`src/rtl/apb_slave_regfile_if.sv`:
```
// APB bus bundle between the AHB-APB bridge (master) and the register-file completer (slave).
interface apb_slave_regfile_if #(
    parameter int ADDR_W = 8
);
    logic              p_sel;
    logic              p_enable;
    logic              p_write;
    logic [ADDR_W-1:0] p_addr;
    logic [31:0]       p_wdata;
    logic [3:0]        p_strb;
    logic [31:0]       p_rdata;
    logic              p_ready;
    logic              p_slverr;

    modport master (
        output p_sel, p_enable, p_write, p_addr, p_wdata, p_strb,
        input  p_rdata, p_ready, p_slverr
    );

    modport slave (
        input  p_sel, p_enable, p_write, p_addr, p_wdata, p_strb,
        output p_rdata, p_ready, p_slverr
    );
endinterface

```
`src/rtl/apb_slave_regfile.sv`:
```
// APB completer: 32-bit register bank with programmable wait states and slave-error decode.
// Define APB_PSTRB_EN to honour p_strb byte strobes on writes; otherwise writes are full-word.
module apb_slave_regfile #(
    parameter int                  ADDR_W      = 8,
    parameter int                  NUM_REGS    = 8,
    parameter int                  WAIT_STATES = 1,
    parameter logic [NUM_REGS-1:0] RO_MASK     = NUM_REGS'(8'h80)
) (
    input  logic                     p_clk,
    input  logic                     p_reset,
    apb_slave_regfile_if.slave       apb,
    input  logic [32*NUM_REGS-1:0]   hw_in,
    output logic [32*NUM_REGS-1:0]   reg_out
);

    typedef enum logic [0:0] {
        IDLE   = 1'b0,
        ACCESS = 1'b1
    } state_t;

    state_t                     state_r;
    logic [3:0]                 cnt_r;
    logic [NUM_REGS-1:0][31:0]  regs_r;

    logic [NUM_REGS-1:0][31:0]  view_s;
    logic [ADDR_W-3:0]          idx_s;
    logic                       in_range_s;
    logic                       ro_s;
    logic [31:0]                rd_val_s;
    logic                       err_s;
    logic                       ready_s;
    logic                       wr_en_s;
    logic [3:0]                 strb_s;
    logic                       unused_s;

    function automatic logic [31:0] merge_bytes(input logic [31:0] cur,
                                                input logic [31:0] wd,
                                                input logic [3:0]  strb);
        logic [31:0] res;
        res = cur;
        for (int b = 0; b < 4; b++) begin
            res[b*8 +: 8] = strb[b] ? wd[b*8 +: 8] : cur[b*8 +: 8];
        end
        return res;
    endfunction

`ifdef APB_PSTRB_EN
    assign strb_s = apb.p_strb;
`else
    assign strb_s = 4'b1111;
`endif

    // Bits that are intentionally not consumed in every configuration.
    assign unused_s = ^{hw_in, regs_r, apb.p_strb};

    // Architectural view of each register: RO slots mirror hardware status.
    always_comb begin
        view_s = '0;
        for (int i = 0; i < NUM_REGS; i++) begin
            view_s[i] = RO_MASK[i] ? hw_in[i*32 +: 32] : regs_r[i];
        end
        reg_out = view_s;
    end

    // Address decode and error classification on the address held in ACCESS.
    always_comb begin
        idx_s      = apb.p_addr[ADDR_W-1:2];
        in_range_s = 1'b0;
        ro_s       = 1'b0;
        rd_val_s   = 32'h0;
        for (int i = 0; i < NUM_REGS; i++) begin
            in_range_s = in_range_s | (idx_s == (ADDR_W-2)'(i));
            ro_s       = ro_s | ((idx_s == (ADDR_W-2)'(i)) & RO_MASK[i]);
            rd_val_s   = rd_val_s | ({32{idx_s == (ADDR_W-2)'(i)}} & view_s[i]);
        end
        err_s   = !in_range_s || (apb.p_addr[1:0] != 2'b00) || (apb.p_write && ro_s);
        ready_s = (state_r == ACCESS) && (cnt_r == 4'd0);
        wr_en_s = ready_s && apb.p_sel && apb.p_write && !err_s;
    end

    // Response outputs depend only on registered state for p_ready; data/error are gated by it.
    always_comb begin
        apb.p_ready  = ready_s;
        apb.p_slverr = ready_s && err_s;
        apb.p_rdata  = (ready_s && !err_s && !apb.p_write) ? rd_val_s : 32'h0;
    end

    // Transfer FSM, wait-state counter and register storage.
    always_ff @(posedge p_clk or posedge p_reset) begin
        if (p_reset) begin
            state_r <= IDLE;
            cnt_r   <= 4'd0;
            regs_r  <= '0;
        end else begin
            case (state_r)
                IDLE: begin
                    if (apb.p_sel && !apb.p_enable) begin
                        state_r <= ACCESS;
                        cnt_r   <= 4'(WAIT_STATES);
                    end else begin
                        state_r <= IDLE;
                        cnt_r   <= 4'd0;
                    end
                end
                ACCESS: begin
                    if (!apb.p_sel) begin
                        state_r <= IDLE;
                        cnt_r   <= 4'd0;
                    end else if (cnt_r == 4'd0) begin
                        state_r <= IDLE;
                    end else if (apb.p_enable) begin
                        cnt_r <= cnt_r - 4'd1;
                    end else begin
                        state_r <= ACCESS;
                    end
                end
                default: begin
                    state_r <= IDLE;
                    cnt_r   <= 4'd0;
                end
            endcase

            // A p_sel drop at the completing edge still suppresses the write.
            for (int i = 0; i < NUM_REGS; i++) begin
                if (wr_en_s && (idx_s == (ADDR_W-2)'(i))) begin
                    regs_r[i] <= merge_bytes(regs_r[i], apb.p_wdata, strb_s);
                end
            end
        end
    end

endmodule

```
`src/flat_wrapper.sv`:
```
// flat-port wrapper written by rule: the top's interface ports become plain ports
module apb_slave_regfile_flat 
#(
    parameter int                  ADDR_W      = 8,
    parameter int                  NUM_REGS    = 8,
    parameter int                  WAIT_STATES = 1,
    parameter logic [NUM_REGS-1:0] RO_MASK     = NUM_REGS'(8'h80)
)
  (p_clk, p_reset, hw_in, reg_out, apb_p_sel, apb_p_enable, apb_p_write, apb_p_addr, apb_p_wdata, apb_p_strb, apb_p_rdata, apb_p_ready, apb_p_slverr);
  apb_slave_regfile_if #(.ADDR_W(ADDR_W)) apb_i ();
  input  logic p_clk;
  input  logic p_reset;
  input  logic [32*NUM_REGS-1:0] hw_in;
  output logic [32*NUM_REGS-1:0] reg_out;
  input wire logic [$bits(apb_i.p_sel)-1:0] apb_p_sel;
  input wire logic [$bits(apb_i.p_enable)-1:0] apb_p_enable;
  input wire logic [$bits(apb_i.p_write)-1:0] apb_p_write;
  input wire logic [$bits(apb_i.p_addr)-1:0] apb_p_addr;
  input wire logic [$bits(apb_i.p_wdata)-1:0] apb_p_wdata;
  input wire logic [$bits(apb_i.p_strb)-1:0] apb_p_strb;
  output wire logic [$bits(apb_i.p_rdata)-1:0] apb_p_rdata;
  output wire logic [$bits(apb_i.p_ready)-1:0] apb_p_ready;
  output wire logic [$bits(apb_i.p_slverr)-1:0] apb_p_slverr;
  assign apb_i.p_sel = apb_p_sel;
  assign apb_i.p_enable = apb_p_enable;
  assign apb_i.p_write = apb_p_write;
  assign apb_i.p_addr = apb_p_addr;
  assign apb_i.p_wdata = apb_p_wdata;
  assign apb_i.p_strb = apb_p_strb;
  assign apb_p_rdata = apb_i.p_rdata;
  assign apb_p_ready = apb_i.p_ready;
  assign apb_p_slverr = apb_i.p_slverr;
  apb_slave_regfile #(.ADDR_W(ADDR_W), .NUM_REGS(NUM_REGS), .WAIT_STATES(WAIT_STATES), .RO_MASK(RO_MASK)) u_core (.p_clk(p_clk), .p_reset(p_reset), .apb(apb_i), .hw_in(hw_in), .reg_out(reg_out));
endmodule
```
`config.mk`:
```
export PLATFORM = sky130hd
export DESIGN_NAME = apb_slave_regfile_flat
export DESIGN_NICKNAME = d
export VERILOG_FILES = /design/src/rtl/apb_slave_regfile_if.sv /design/src/rtl/apb_slave_regfile.sv /design/src/flat_wrapper.sv
export SDC_FILE = /design/constraint.sdc
export NUM_CORES = 1
export LEC_CHECK = 0
export BUFFER_PORTS_ARGS = -buffer_cell sky130_fd_sc_hd__buf_2
export CAP_MARGIN = 10
export CORE_AREA = 2 2 232 234
export DETAILED_ROUTE_END_ITERATION = 8
export DIE_AREA = 0 0 234 236
export MAX_ROUTING_LAYER = met4
export PLACE_DENSITY = 0.48
export SETUP_SLACK_MARGIN = 0.3
export SYNTH_ARGS = -nofsm -noshare
export SYNTH_HDL_FRONTEND = slang
export SYNTH_SLANG_ARGS = --single-unit
```
`constraint.sdc`:
```
create_clock -name p_clk -period 20.3 [get_ports p_clk]
set_clock_uncertainty 0.15 [all_clocks]
set_input_delay 2.03 -clock p_clk [delete_from_list [all_inputs] [get_ports p_clk]]
set_output_delay 2.03 -clock p_clk [all_outputs]
set_load 0.02 [all_outputs]
```
Word level (Yosys, flattened, before mapping)
Cells that the tools add are included.
{"block": "op_classes", "magnitude_cmp": 0, "muxes": 10, "n_eq_ne": 9, "multipliers": 0, "shifts": 0, "addsub": 1, "bitwise": 23, "div": 0, "n_reduce_logical": 26}
{"operator": "32-bit AND", "n": 8}
{"operator": "32-bit bitwise OR", "n": 7}
{"operator": "32-bit two-way mux", "n": 1}
{"operator": "6-bit by 3-bit == test with 1-bit output (second input constant)", "n": 4}
{"operator": "1-bit logical AND", "n": 16}
{"operator": "6-bit by 2-bit == test with 1-bit output (second input constant)", "n": 2}
{"operator": "4-bit two-way mux", "n": 3}
{"operator": "4-bit one-hot mux with 2 select lines", "n": 1}
{"operator": "1-bit bitwise OR", "n": 7}
{"operator": "6-bit by 1-bit == test with 1-bit output (second input constant)", "n": 1}
{"operator": "6-bit logical NOT", "n": 1}
{"operator": "3-bit inequality test (second input constant)", "n": 2}
{"operator": "1-bit logical NOT", "n": 4}
{"operator": "4-bit logical NOT", "n": 1}
{"operator": "1-bit two-way mux", "n": 4}
{"operator": "4-bit by 1-bit subtractor with 4-bit output (second input constant)", "n": 1}
{"operator": "1-bit logical OR", "n": 2}
{"operator": "1-bit one-hot mux with 2 select lines", "n": 1}
{"operator": "2-bit AND reduction", "n": 1}
{"operator": "2-bit nonzero test", "n": 1}
{"operator": "1-bit inverter", "n": 1}
{"block": "totals", "mem_bits_ro": 0, "out_inout_bits": 290, "elab_cells": 78, "mem_bits_rw": 0, "memories": 0, "latch_bits": 0, "regBits": 229}

Logic depth before layout (Yosys ltp)
{"block": "depth", "depth_word": 15, "depth_mapped": 8, "mapped_depth_nobuf": 6}

Worst setup path before layout
Ideal clock, no wire load.
{"block": "synth_timing", "kind": "input-to-output", "from": "input port apb_p_addr[2]", "to": "output port apb_p_rdata[25]", "arrival_ps": 3468, "setup_slack_ps": 14652, "stages": 7, "n_path_buf": 4, "cell_sequence": "buf_2 buf_4 buf_4 buf_2 a21oi_1 or2_2 a31oi_1"}
{"block": "synth_between", "elab_chain_len": 15, "word_cells_on_any_way": 38}
{"element": "start, declared", "line": "flat_wrapper.sv:18", "rtl": "input wire logic [$bits(apb_i.p_addr)-1:0] apb_p_addr;"}
{"element": "6-bit by 1-bit == test with 1-bit output or 6-bit logical NOT (tied branches)", "line": "apb_slave_regfile.sv:72, apb_slave_regfile.sv:74"}
{"element": "1-bit bitwise OR (7 in a row)", "line": "apb_slave_regfile.sv:72", "rtl": "in_range_s = in_range_s | (idx_s == (ADDR_W-2)'(i));"}
{"element": "1-bit logical NOT", "line": "apb_slave_regfile.sv:76", "rtl": "err_s = !in_range_s || (apb.p_addr[1:0] != 2'b00) || (apb.p_write && ro_s);"}
{"element": "1-bit logical OR (2 in a row)", "line": "apb_slave_regfile.sv:76"}
{"element": "1-bit logical NOT", "line": "apb_slave_regfile.sv:85", "rtl": "apb.p_rdata = (ready_s && !err_s && !apb.p_write) ? rd_val_s : 32'h0;"}
{"element": "1-bit logical AND (2 in a row)", "line": "apb_slave_regfile.sv:85"}
{"element": "32-bit two-way mux *", "line": "apb_slave_regfile.sv:85"}
{"element": "end, declared", "line": "flat_wrapper.sv:21", "rtl": "output wire logic [$bits(apb_i.p_rdata)-1:0] apb_p_rdata;"}
Mark *: on every way between the ends. The rest lies on a longest branch, timed or not.

Worst setup path in the final report
{"block": "layout_timing", "from": "input port apb_p_addr[2]", "to": "output port apb_p_rdata[0]"}
Same word-level chain as after synthesis.

==> flow_summary.ini <==
[outcome]
status = complete, no violations

[final_layout]
drive_gt1_frac = 0.604
nets = 1400
fillers = 5581
area_growth_pct = 29.2
finalCoreUtilization = 0.268
final_cell_area_um2 = 14200

[clock_network]
insertion_delay_ns = 0.54
cts_sinks = 229
cts_resized = 0
post_cts_buffers = 0
cts_made_buffers = 28
clk_pin_slew_worst_paths_ns = 0.06
htreeDepth = 1
cts.path.max_buffers = 3
clock-root-buffer = clkbuf_16
cts_tree = built
ctsHoldBuffers = 0

[min_path]
hold_path.class = flip-flop to flip-flop

[sta]
setup_viol = 0
slew_violations = 0
tns_ns = 0
fmax_mhz = 148
finalCritPeriodShare = 0.333
relSlewSlack = 0.286
tightestPinTransition_ns = 1.07
hold_violations = 0
min_period_ns = 6.75
rsz0062_at_grt = no

[route]
viasPerCell = 4.40
drc = 0
drtIter0Drc = 310
ant_nets = 0
wl_per_cell_um = 22.3
first_pass_iters = 4
vias = 7968
drt-total-wl_mm = 40.4

[worst_setup_path]
worstPathArrival_ns = 4.57
critPathLaunchType = primary input
required_ns = 18.12
crit_fanout = 41
worst_setup_path_end_kind = output pin
path_class = primary input to output pin

[floorplanning]
num_io_pins = 595
die_y_um = 236
dieArea_um2 = 55200
core-area_um2 = 53100
die_w_um = 234
rows = 85
start_util = 0.208

[placed_design]
dpl.hpwl_mm = 28.0
portBuffers = 366
placed_area_um2 = 13300
gp_congestion = 0.801

[job]
max_cap_violations = 0

[pwr]
pwr-share-comb = 0.072
netSwitchingPower_w = 0.000251
clockPowerShare = 0.480
intPower_w = 0.000782
swShare = 0.243
seq_power_share = 0.449
p_per_area_nw_per_um2 = 72.6
ir_drop_uv = 50.3
leakage_nw = 7.53

[synth]
async_flop_share = 1.00
synth_fp_nets = 1076
synth.top_cells.by_area = dfrtp_1 52%, mux2_2 18%, mux4_2 11%, mux2_1 4.8%, buf_4 2.9%
avgSynthCellArea_um2 = 14.3
synth_edf_count = 0
synth_cell_types = 45
seq_area_frac_synth = 0.520
synth_warnings = 0
syn_inst = 770
syn-cell-area_um2 = 11000
yosysMostFrequentCell = dfrtp_1
synth-seq-cells = 229
synth_top_area_frac = 0.520
yosys.area.top_type = dfrtp_1
yosys-top-cells-count = 229 x dfrtp_1, 180 x mux2_2, 60 x nand2_1
ys.flop_type = dfrtp_1

[global_routing]
antenna_found_initial = 2
gr-total-overflow = 0
grt_usage = 0.148
first_global_vias = 8469
grt_pass1_wl_mm = 59.1
grt_max_degree = 111
[sequential cells by signal, summed over array words and instances (netlist names)]
signal / flops
u_core.reg_out: 224
u_core.cnt_r: 4
u_core.state_r: 1
[layer usage]
| metal | track usage | wire length [um] | vias to the layer above |
|---|---|---|---|
| met5 | - | 0 | - |
| met1 | 0.188 | 17300 | 4105 |
| met2 | 0.229 | 18100 | 367 |
| met4 | 0.0269 | 749 | 0 |
| li1 | - | - | 3449 |
| met3 | 0.0521 | 4300 | 47 |
[power groups by stage]
stage                     sequential [W]  combinational, W  clock, W
final                           0.000463         0.0000742  0.000495
after global routing            0.000463         0.0000813  0.000531
after CTS                       0.000463         0.0000762  0.000510
after detailed placement        0.000471         0.0000761         0
after global placement          0.000471         0.0000757         0
after floorplan                 0.000475         0.0000409         0
[final timing paths]
path / to / startpoint / slack, ns / depth (start not counted)
max in group asynchronous: u_core.reg_out[110] / p_reset / 16.45 / 4
setup / recovery: apb_p_rdata[0] / apb_p_addr[2] / 13.55 / 7
hold / removal: u_core.reg_out[129] / u_core.reg_out[129] / 0.36 / 1
setup reg to reg: u_core.reg_out[128] / u_core.cnt_r[0] / 17.17 / 7
min in group asynchronous: u_core.reg_out[118] / p_reset / 1.41 / 2
hold reg to reg: u_core.reg_out[129] / u_core.reg_out[129] / 0.36 / 1
[cell usage in the layout (no fill, tap or decap), types with 3 or more instances in the layout]
master and n:
nand2_1 60, clkbuf_8 7, buf_2 364, clkbuf_1 4
mux2_2 180, nor2_1 8, nand3_1 8, a21oi_1 33
dfrtp_1 229, mux2_1 47, mux2i_1 9, o21ai_0 8
a31oi_1 4, nand3b_1 3, clkinv_2 4, buf_4 15
mux4_2 54, clkinvlp_4 3, inv_1 4, clkbuf_16 29
[through the flow]
stage	hold WS (ns)	power, W	cells	setup slack (ns)
2_1_floorplan	0.361	0.000516	770	11.84
3_3_place_gp	0.337	0.000547	1760	13.42
3_5_place_dp	0.348	0.000548	1760	13.42
4_1_cts	0.363	0.00105	1809	13.42
5_1_grt	0.379	0.00108	1810	13.32
6_report	0.355	0.00103	1810	13.55
[logic make-up after synthesis]
| logic type | share of synthesized area |
|---|---|
| buffers and inverters | 0.0524 |
| AND/OR/NAND/NOR | 0.0462 |
| AO/OA/AOI/OAI | 0.0287 |
| flip-flops | 0.520 |
| XOR/XNOR | 0.000795 |
| adder cells (fa/ha/maj) | 0.00114 |
| multiplexers | 0.351 |
[worst max-delay path, stage by stage]
cell,delay (ns)
buf_4,0.55
buf_4,0.77
mux2_2,0.41
a221o_1,0.30
o21ai_0,0.13
a21oi_1,0.13
buf_2,0.21
[layout make-up]
| cell class | count | area, um^2 | share of cell area |
|---|---|---|---|
| flip-flops and latches | 229 | 5730 | 0.403 |
| multi-input cells | 450 | 4740 | 0.333 |
| repair buffers | 379 | 1930 | 0.136 |
| well taps | 696 | 871 | 0.0612 |
| clock buffers | 40 | 837 | 0.0588 |
| clock inverters | 9 | 83.8 | 0.00589 |
| inverters | 6 | 30.0 | 0.00211 |
| diodes | 1 | 2.50 | 0.000176 |
Power figures use the tool's default switching activity.
